--- src/rtl/sram_arb_pkg.sv ---
// Shared types and widths for the SRAM port arbiter.
package sram_arb_pkg;

    // Default byte address width; SRAM word address is SRAM_AW-2 bits.
    localparam int SRAM_AW   = 16;
    localparam int SRAM_DW   = 32;
    localparam int SRAM_BE_W = 4;

    // One SRAM macro request as driven onto the macro pins.
    typedef struct packed {
        logic                 cs;
        logic [SRAM_AW-3:0]   addr;
        logic [SRAM_BE_W-1:0] wen;
        logic [SRAM_DW-1:0]   wdata;
    } sram_req_t;

endpackage

--- src/rtl/sram_port_arbiter_if.sv ---
// Bridge port (A), secondary requester port (B) and SRAM macro pins.
interface sram_port_arbiter_if
    import sram_arb_pkg::*;
#(
    parameter int AW = 16
) ();
    logic                 A_CS;
    logic [AW-3:0]        A_ADDR;
    logic [SRAM_BE_W-1:0] A_WEN;
    logic [SRAM_DW-1:0]   A_WDATA;
    logic [SRAM_DW-1:0]   A_RDATA;

    logic                 B_REQ_VALID;
    logic                 B_REQ_READY;
    logic                 B_WRITE;
    logic [AW-3:0]        B_ADDR;
    logic [SRAM_BE_W-1:0] B_WSTRB;
    logic [SRAM_DW-1:0]   B_WDATA;
    logic                 B_RVALID;
    logic [SRAM_DW-1:0]   B_RDATA;

    logic [SRAM_DW-1:0]   SRAMRDATA;
    logic [AW-3:0]        SRAMADDR;
    logic [SRAM_BE_W-1:0] SRAMWEN;
    logic [SRAM_DW-1:0]   SRAMWDATA;
    logic                 SRAMCS;

    // Arbiter side.
    modport slave (
        input  A_CS, A_ADDR, A_WEN, A_WDATA,
        output A_RDATA,
        input  B_REQ_VALID, B_WRITE, B_ADDR, B_WSTRB, B_WDATA,
        output B_REQ_READY, B_RVALID, B_RDATA,
        input  SRAMRDATA,
        output SRAMADDR, SRAMWEN, SRAMWDATA, SRAMCS
    );

    // Requesters plus SRAM macro side.
    modport master (
        output A_CS, A_ADDR, A_WEN, A_WDATA,
        input  A_RDATA,
        output B_REQ_VALID, B_WRITE, B_ADDR, B_WSTRB, B_WDATA,
        input  B_REQ_READY, B_RVALID, B_RDATA,
        output SRAMRDATA,
        input  SRAMADDR, SRAMWEN, SRAMWDATA, SRAMCS
    );
endinterface

--- src/rtl/sram_arb_starve_mon.sv ---
// Counts consecutive cycles in which B is requesting but blocked by A,
// and flags starvation once the count reaches STARVE_LIMIT.
module sram_arb_starve_mon #(
    parameter int STARVE_LIMIT = 64,
    parameter int CNT_W        = 8
) (
    input  logic clk,
    input  logic rst,
    input  logic req_valid,
    input  logic blocked,
    input  logic gnt,
    output logic starve
);
    localparam logic [CNT_W-1:0] LIMIT = CNT_W'(STARVE_LIMIT);

    logic [CNT_W-1:0] cnt_d, cnt_q;
    logic             starve_d, starve_q;

    // Saturating denial count; any grant or dropped request restarts it.
    always_comb begin
        cnt_d = cnt_q;
        if (gnt || !req_valid) begin
            cnt_d = '0;
        end else if (blocked && cnt_q != LIMIT) begin
            cnt_d = cnt_q + 1'b1;
        end
        // Flag follows the next count so it drops together with the clear.
        starve_d = (cnt_d == LIMIT);
    end

    // Counter and flag registers.
    always_ff @(posedge clk) begin
        if (rst) begin
            cnt_q    <= '0;
            starve_q <= 1'b0;
        end else begin
            cnt_q    <= cnt_d;
            starve_q <= starve_d;
        end
    end

    assign starve = starve_q;
endmodule

--- src/rtl/sram_port_arbiter.sv ---
// Fixed-priority arbiter: the AHB bridge (A) always owns the SRAM when it
// selects it; the secondary requester (B) gets the leftover cycles.
module sram_port_arbiter
    import sram_arb_pkg::*;
#(
    parameter int AW           = SRAM_AW,
    parameter int STARVE_LIMIT = 64,
    parameter int CNT_W        = 8
) (
    input  logic                HCLK,
    input  logic                HRESET,
    sram_port_arbiter_if.slave  bus,
    output logic                STARVE,
    output logic                HAZARD
);
    logic            b_ready;
    logic            gnt_b;
    sram_req_t       req_mux;
    logic            starve_raw;

    logic            rd_pend_d, rd_pend_q;
    logic [SRAM_DW-1:0] rdata_hold_d, rdata_hold_q;
    logic            hazard_d, hazard_q;
    logic            last_a_vld_d, last_a_vld_q;
    logic [AW-3:0]   last_a_addr_d, last_a_addr_q;

    assign b_ready = ~bus.A_CS & ~HRESET;
    assign gnt_b   = bus.B_REQ_VALID & b_ready;

    // SRAM pin mux: A first, then a granted B, else idle with A's bus parked.
    always_comb begin
        req_mux = '{cs: 1'b0, addr: bus.A_ADDR, wen: '0, wdata: bus.A_WDATA};
        if (bus.A_CS) begin
            req_mux = '{cs: 1'b1, addr: bus.A_ADDR, wen: bus.A_WEN, wdata: bus.A_WDATA};
        end else if (gnt_b) begin
            req_mux = '{cs: 1'b1, addr: bus.B_ADDR,
                        wen: bus.B_WRITE ? bus.B_WSTRB : '0, wdata: bus.B_WDATA};
        end
    end

    assign bus.SRAMCS      = req_mux.cs;
    assign bus.SRAMADDR    = req_mux.addr;
    assign bus.SRAMWEN     = req_mux.wen;
    assign bus.SRAMWDATA   = req_mux.wdata;
    assign bus.B_REQ_READY = b_ready;
    assign bus.A_RDATA     = bus.SRAMRDATA;

    // Next state for the B read return and the A-write hazard tracker.
    always_comb begin
        rd_pend_d     = gnt_b & ~bus.B_WRITE;
        rdata_hold_d  = rd_pend_q ? bus.SRAMRDATA : rdata_hold_q;
        hazard_d      = gnt_b & bus.B_WRITE & (|bus.B_WSTRB) & last_a_vld_q &
                        (bus.B_ADDR == last_a_addr_q);
        last_a_vld_d  = last_a_vld_q;
        last_a_addr_d = last_a_addr_q;
        if (bus.A_CS && (|bus.A_WEN)) begin
            last_a_vld_d  = 1'b1;
            last_a_addr_d = bus.A_ADDR;
        end
    end

    // Return-path and hazard registers.
    always_ff @(posedge HCLK) begin
        if (HRESET) begin
            rd_pend_q     <= 1'b0;
            rdata_hold_q  <= '0;
            hazard_q      <= 1'b0;
            last_a_vld_q  <= 1'b0;
            last_a_addr_q <= '0;
        end else begin
            rd_pend_q     <= rd_pend_d;
            rdata_hold_q  <= rdata_hold_d;
            hazard_q      <= hazard_d;
            last_a_vld_q  <= last_a_vld_d;
            last_a_addr_q <= last_a_addr_d;
        end
    end

    // Status outputs are forced quiet during reset, including a read return
    // that was granted just before reset arrived.
    assign bus.B_RVALID = rd_pend_q & ~HRESET;
    assign bus.B_RDATA  = HRESET ? '0 : (rd_pend_q ? bus.SRAMRDATA : rdata_hold_q);
    assign HAZARD       = hazard_q & ~HRESET;
    assign STARVE       = starve_raw & ~HRESET;

    sram_arb_starve_mon #(
        .STARVE_LIMIT (STARVE_LIMIT),
        .CNT_W        (CNT_W)
    ) u_starve_mon (
        .clk       (HCLK),
        .rst       (HRESET),
        .req_valid (bus.B_REQ_VALID),
        .blocked   (bus.A_CS),
        .gnt       (gnt_b),
        .starve    (starve_raw)
    );
endmodule

--- src/flat_wrapper.sv ---
// flat-port wrapper written by rule: the top's interface ports become plain ports
module sram_port_arbiter_flat import sram_arb_pkg::*;
#(
    parameter int AW           = SRAM_AW,
    parameter int STARVE_LIMIT = 64,
    parameter int CNT_W        = 8
)
  (HCLK, HRESET, STARVE, HAZARD, bus_A_CS, bus_A_ADDR, bus_A_WEN, bus_A_WDATA, bus_A_RDATA, bus_B_REQ_VALID, bus_B_WRITE, bus_B_ADDR, bus_B_WSTRB, bus_B_WDATA, bus_B_REQ_READY, bus_B_RVALID, bus_B_RDATA, bus_SRAMRDATA, bus_SRAMADDR, bus_SRAMWEN, bus_SRAMWDATA, bus_SRAMCS);
  sram_port_arbiter_if #(.AW(AW)) bus_i ();
  input  logic HCLK;
  input  logic HRESET;
  output logic STARVE;
  output logic HAZARD;
  input wire logic [$bits(bus_i.A_CS)-1:0] bus_A_CS;
  input wire logic [$bits(bus_i.A_ADDR)-1:0] bus_A_ADDR;
  input wire logic [$bits(bus_i.A_WEN)-1:0] bus_A_WEN;
  input wire logic [$bits(bus_i.A_WDATA)-1:0] bus_A_WDATA;
  output wire logic [$bits(bus_i.A_RDATA)-1:0] bus_A_RDATA;
  input wire logic [$bits(bus_i.B_REQ_VALID)-1:0] bus_B_REQ_VALID;
  input wire logic [$bits(bus_i.B_WRITE)-1:0] bus_B_WRITE;
  input wire logic [$bits(bus_i.B_ADDR)-1:0] bus_B_ADDR;
  input wire logic [$bits(bus_i.B_WSTRB)-1:0] bus_B_WSTRB;
  input wire logic [$bits(bus_i.B_WDATA)-1:0] bus_B_WDATA;
  output wire logic [$bits(bus_i.B_REQ_READY)-1:0] bus_B_REQ_READY;
  output wire logic [$bits(bus_i.B_RVALID)-1:0] bus_B_RVALID;
  output wire logic [$bits(bus_i.B_RDATA)-1:0] bus_B_RDATA;
  input wire logic [$bits(bus_i.SRAMRDATA)-1:0] bus_SRAMRDATA;
  output wire logic [$bits(bus_i.SRAMADDR)-1:0] bus_SRAMADDR;
  output wire logic [$bits(bus_i.SRAMWEN)-1:0] bus_SRAMWEN;
  output wire logic [$bits(bus_i.SRAMWDATA)-1:0] bus_SRAMWDATA;
  output wire logic [$bits(bus_i.SRAMCS)-1:0] bus_SRAMCS;
  assign bus_i.A_CS = bus_A_CS;
  assign bus_i.A_ADDR = bus_A_ADDR;
  assign bus_i.A_WEN = bus_A_WEN;
  assign bus_i.A_WDATA = bus_A_WDATA;
  assign bus_A_RDATA = bus_i.A_RDATA;
  assign bus_i.B_REQ_VALID = bus_B_REQ_VALID;
  assign bus_i.B_WRITE = bus_B_WRITE;
  assign bus_i.B_ADDR = bus_B_ADDR;
  assign bus_i.B_WSTRB = bus_B_WSTRB;
  assign bus_i.B_WDATA = bus_B_WDATA;
  assign bus_B_REQ_READY = bus_i.B_REQ_READY;
  assign bus_B_RVALID = bus_i.B_RVALID;
  assign bus_B_RDATA = bus_i.B_RDATA;
  assign bus_i.SRAMRDATA = bus_SRAMRDATA;
  assign bus_SRAMADDR = bus_i.SRAMADDR;
  assign bus_SRAMWEN = bus_i.SRAMWEN;
  assign bus_SRAMWDATA = bus_i.SRAMWDATA;
  assign bus_SRAMCS = bus_i.SRAMCS;
  sram_port_arbiter #(.AW(AW), .STARVE_LIMIT(STARVE_LIMIT), .CNT_W(CNT_W)) u_core (.HCLK(HCLK), .HRESET(HRESET), .bus(bus_i), .STARVE(STARVE), .HAZARD(HAZARD));
endmodule
--- config.mk ---
export PLATFORM = sky130hd
export DESIGN_NAME = sram_port_arbiter_flat
export DESIGN_NICKNAME = d
export VERILOG_FILES = /design/src/rtl/sram_arb_pkg.sv /design/src/rtl/sram_port_arbiter_if.sv /design/src/rtl/sram_arb_starve_mon.sv /design/src/rtl/sram_port_arbiter.sv /design/src/flat_wrapper.sv
export SDC_FILE = /design/constraint.sdc
export NUM_CORES = 1
export LEC_CHECK = 0
export ABC_AREA = 1
export CAP_MARGIN = 25
export CORE_MARGIN = 5
export CORE_UTILIZATION = 38
export CTS_CLUSTER_SIZE = 25
export DETAILED_ROUTE_END_ITERATION = 10
export PLACE_DENSITY = 0.88
export SLEW_MARGIN = 20
export SYNTH_ARGS = -nofsm -noshare
export SYNTH_HDL_FRONTEND = slang
export SYNTH_HIERARCHICAL = 1
export SYNTH_SLANG_ARGS = --single-unit
--- constraint.sdc ---
create_clock -name HCLK -period 2.75 [get_ports HCLK]
set_input_delay 0.55 -clock HCLK [delete_from_list [all_inputs] [get_ports HCLK]]
set_output_delay 0.55 -clock HCLK [all_outputs]
set_load 0.01 [all_outputs]
======== Word level (Yosys, flattened, before mapping) ========
Cells that the tools add are included.
cells by class
  add/subtract/negate cells ............... 1
  eq/ne operators ......................... 3
  muxes and demuxes ....................... 7
  bitwise operators ....................... 13
  reduce and logical (&&, ||, !) cells .... 6
operators with widths
  kind                   number
  $mux W51               2
  $mux W32               2
  $mux W8                2
  $eq A14 B14 Y1         1
  $and A1 B1 Y1          10
  $add A8 B1 Y8 const B  1
  $eq A8 B7 Y1 const B   1
  $ne A8 B7 Y1 const B   1
  $reduce_or A4 Y1       2
  $mux W4                1
  $not A1 Y1             3
  $logic_and A1 B1 Y1    2
  $logic_not A1 Y1       1
  $logic_or A1 B1 Y1     1
storage, ports and cells
  register bits ........................... 58
  input bits .............................. 137
  output and inout port bits .............. 119
  word-level logic and storage cells ...... 37

======== Longest topological paths before layout ========
  depth after elaboration ................. 7
  depth in mapped cells ................... 13

======== Hierarchy ========
The synthesis kept the hierarchy.
modules (own cells, without submodules)
  module               instances  cells each  area an instance (sq um)  sequential area each (sq um)
  sram_port_arbiter    1          479         2876.5                    980.9
  sram_arb_starve_mon  1          92          623.1                     180.2

======== Least setup slack after synthesis ========
OpenSTA, ideal clock, no wires.
  kind .................................... input to output
  start point ............................. in bus_A_CS
  end point ............................... out bus_SRAMWEN[0]
  arrival time ............................ 1.272 ns
  data required time ...................... 2.200 ns
  path slack .............................. 0.928 ns
  stages .................................. 4
  path through ............................ nor2_4 > nand2_4 > buf_6 > o32ai_1
between the ends
  cells in the longest elaborated chain, start to end .. 5
ends and longest elaborated chain
  item           line                     text
  from (decl)    flat_wrapper.sv:14       input wire logic [$bits(bus_i.A_CS)-1:0] bus_A_CS;
  $not A1 Y1     sram_port_arbiter.sv:27  assign b_ready = ~bus.A_CS & ~HRESET;
  $and A1 B1 Y1  sram_port_arbiter.sv:27
  $and A1 B1 Y1  sram_port_arbiter.sv:28  assign gnt_b = bus.B_REQ_VALID & b_ready;
  $mux W51       sram_port_arbiter.sv:35  end else if (gnt_b) begin
  $mux W51 *     sram_port_arbiter.sv:33  if (bus.A_CS) begin
  to (decl)      flat_wrapper.sv:29       output wire logic [$bits(bus_i.SRAMWEN)-1:0] bus_SRAMWEN;
Every way passes the cells marked *; elsewhere a longest branch is shown, timed or not.

======== Worst setup path in the final report ========
  start point ............................. in bus_A_CS
  end point ............................... out bus_SRAMADDR[9]
between the ends
  cells in the longest elaborated chain, start to end .. 5
ends and longest elaborated chain
  item           line                     text
  $not A1 Y1     sram_port_arbiter.sv:27
  $and A1 B1 Y1  sram_port_arbiter.sv:27
  $and A1 B1 Y1  sram_port_arbiter.sv:28
  $mux W51       sram_port_arbiter.sv:35
  $mux W51 *     sram_port_arbiter.sv:33
  to (decl)      flat_wrapper.sv:28       output wire logic [$bits(bus_i.SRAMADDR)-1:0] bus_SRAMADDR;
Marked as above.

==> metrics.yaml <==
min_path:
  hold_path_end: "u_core/last_a_vld_q"
  hold_path.class: "reg -> reg"
  hold_path_depth: 2
  hold_path_startpoint: "u_core/last_a_vld_q"
synth:
  ys_warn_count: 6
  synth_cell_types: 29
  synth_top_cells_by_area: "dfxtp_1, nand2_1, nor2_1"
  synthesis.nets: 710
  synth.top_cell.area_share_pct: 33.2
  yosysTopAreaCell: "dfxtp_1"
  syn_area_sq_mm: 0.00350
  syn-instance-count: 571
  synth_area_per_cell_sq_um: 6.13
  synth.ff_latch_count: 58
  ys_seq_area_share_pct: 33.2
power:
  power.density_mw_per_mm2: 378
  total_power_uw: 2340
  ir_drop_mv: 0.217
  p_leak_uw: 0.00318
worst_setup_path:
  end_kind: "primary output"
  cp.required_ps: 2200
  path_cells: "clkdlybuf4s50_1 -> nor2_4 -> nand2_4 -> buf_4 -> clkbuf_16 -> o21ai_0 -> dlygate4sd2_1"
  reg2reg_from: "u_core/u_starve_mon/cnt_q[0]"
  r2r-end: "u_core/u_starve_mon/starve"
  max_stage_delay_ps: 470
  cp_max_fo: 21
  critPathKind: "in -> out"
  reg2reg_depth: 10
  arrival_ps: 2070
  critical_path.slowest_cell: "clkdlybuf4s50_1"
  start_kind: "input port"
  reg2reg_slack_ps: 1150
routing:
  wl_met3_um: 1060
  met2_length_um: 6800
  vias: 4379
  ant_nets: 0
  totalWireLength_um: 13300
  wl_per_cell_um: 14.5
  m1WireLength_um: 5000
  drtIter0Drc: 201
  highest_layer: "met4"
  drt_pre_antenna_iters: 4
  via_per_inst: 4.78
  drc: 0
clocking:
  cts-root-buf: "clkbuf_8"
  clk_latency_ps: 330
  cts_max_level: 3
  clk_path_buf_depth: 2
  cts_hold_buffers: 0
  cts_tree: "built"
  clk_pin_slew_worst_paths_ps: 60
  cts_buffers: 9
  cts_sinks: 58
timing:
  setup_tns_ps: 0
  period_share_pct: 95.4
  setup_viol: 0
  finalMaxSlewViolations: 0
  final.setup_skew_ps: 7.59
  grt_setup_unrepaired: "false"
  period_minus_slack_ps: 2620
  tightest_slew_ps: 530
  hold_ws_ps: 482
  fmax_ghz: 0.381
  slew_headroom_pct: 64.6
  hold_violations: 0
floorplanning:
  die_area_sq_mm: 0.0112
  row_count: 35
  coreArea_sq_mm: 0.00911
  die_x_um: 106
  initial_core_util_pct: 38.4
  io_pins: 256
  die_h_um: 106
place:
  numPortBuffers: 255
  place_area_sq_mm: 0.00598
  gp_congestion: 0.867
  dp_hpwl_um: 10700
grt:
  grt_max_degree: 43
  grt_pass1_wl_um: 20500
  grt_usage_pct: 22.5
  antenna_found_initial: 0
  grt_pass1_vias: 4388
  grt_overflow: 0
final_layout:
  drive_gt1_share_pct: 7.32
  num_antenna_cells: 0
  synthToLayoutAreaGrowth_pct: 77.2
  fin_area_sq_mm: 0.00620
  fin_nets: 940
  layout_common_cells: "nand2_1, clkdlybuf4s50_1, nor2_1"
  layout_commonest_cell: "nand2_1"
run:
  maxCapViolations: 0
outcome:
  status: "finished, final reports clean"
==> stage by stage <==
step                setup WS, ps  cells  util (%)
finish                       126    917      68.1
detailed placement         -70.6    898      65.7
floorplan                    928    571         -
global route                16.3    917      68.1
global placement           -44.2    898      65.7
CTS                        -2.75    914      67.1
==> worst max-delay path, delay by kind of cell <==
family | cells | cell delay (ps)
simple gates | 2 | 250
compound gates | 1 | 150
buf+inv | 4 | 1130
==> flip-flops by register name, indices dropped and copies added, names as in the netlist <==
signal                      cells
u_core/rdata_hold_q            32
u_core/last_a_addr_q           14
u_core/hazard_q                 1
u_core/last_a_vld_q             1
u_core/u_starve_mon/starve      1
u_core/u_starve_mon/cnt_q       8
u_core/rd_pend_q                1
==> cell usage after synthesis <==
| cell | n |
|---|---|
| xor2_1 | 1 |
| clkinv_1 | 1 |
| nand4_1 | 3 |
| nand3_1 | 17 |
| ha_1 | 2 |
| clkbuf_2 | 1 |
| buf_2 | 11 |
| o21ai_0 | 51 |
| inv_1 | 46 |
| buf_4 | 35 |
| a21boi_2 | 1 |
| inv_2 | 5 |
| xnor2_1 | 1 |
| nand2_4 | 3 |
| clkbuf_1 | 5 |
| nor2_8 | 1 |
| o22ai_1 | 3 |
| nand2_2 | 5 |
| nand2_1 | 180 |
| nor2_1 | 117 |
| nor2_2 | 3 |
| nor2_4 | 2 |
| buf_1 | 2 |
| o21ai_1 | 9 |
| dfxtp_1 | 58 |
| nor4_1 | 1 |
| buf_6 | 2 |
| nand3_2 | 3 |
| o32ai_1 | 2 |
==> metal layers <==
metal	global-route usage, %	vias up
li1	-	2182
met1	24.5	1955
met2	41.5	209
met3	5.46	33
met4	9.07	0
met5	0	-
==> cells by family after synthesis <==
family                     share of synthesized area, %
AOI/OAI and AO/OA                                  9.94
xor gates and xnor gates                          0.501
adders and majority gates                         0.715
buffers and inverters                              16.2
DFF                                                33.2
and+or+nand+nor                                    39.5
==> what timing repair did <==
action,in CTS,in global routing
resized for setup,64,18
pin swaps,0,2
setup endpoints to repair,66,19
gates cloned,0,1
buffers inserted,0,2
==> worst max path at each step <==
stage,startpoint,slack (ps),endpoint,depth (start not counted)
finish,bus_A_CS,130,bus_SRAMADDR[9],7
global route,bus_A_CS,20,bus_SRAMADDR[9],7
global placement,HRESET,-40,bus_SRAMWEN[3],8
floorplan,bus_A_CS,930,bus_SRAMWEN[0],4
CTS,bus_A_CS,-3,bus_SRAMWDATA[21],8
detailed placement,HRESET,-70,bus_B_RDATA[8],7
==> report_power, final <==
group / total (uW) / internal [uW] / switching [uW]
Sequential: 892 / 875 / 17.2
Clock: 788 / 442 / 346
Combinational: 663 / 375 / 287
Total: 2340 / 1690 / 651
==> final cells by class <==
| type | instances | area, sq um |
|---|---|---|
| repair buffers | 275 | 2730 |
| multi-input cells | 405 | 1770 |
| inverters | 52 | 198 |
| fillers | 767 | 2910 |
| clock inverters | 6 | 66.3 |
| flip-flops and latches | 58 | 1160 |
| clock buffers | 10 | 138 |
| well taps | 111 | 139 |
(Power assumes the default switching activity.)
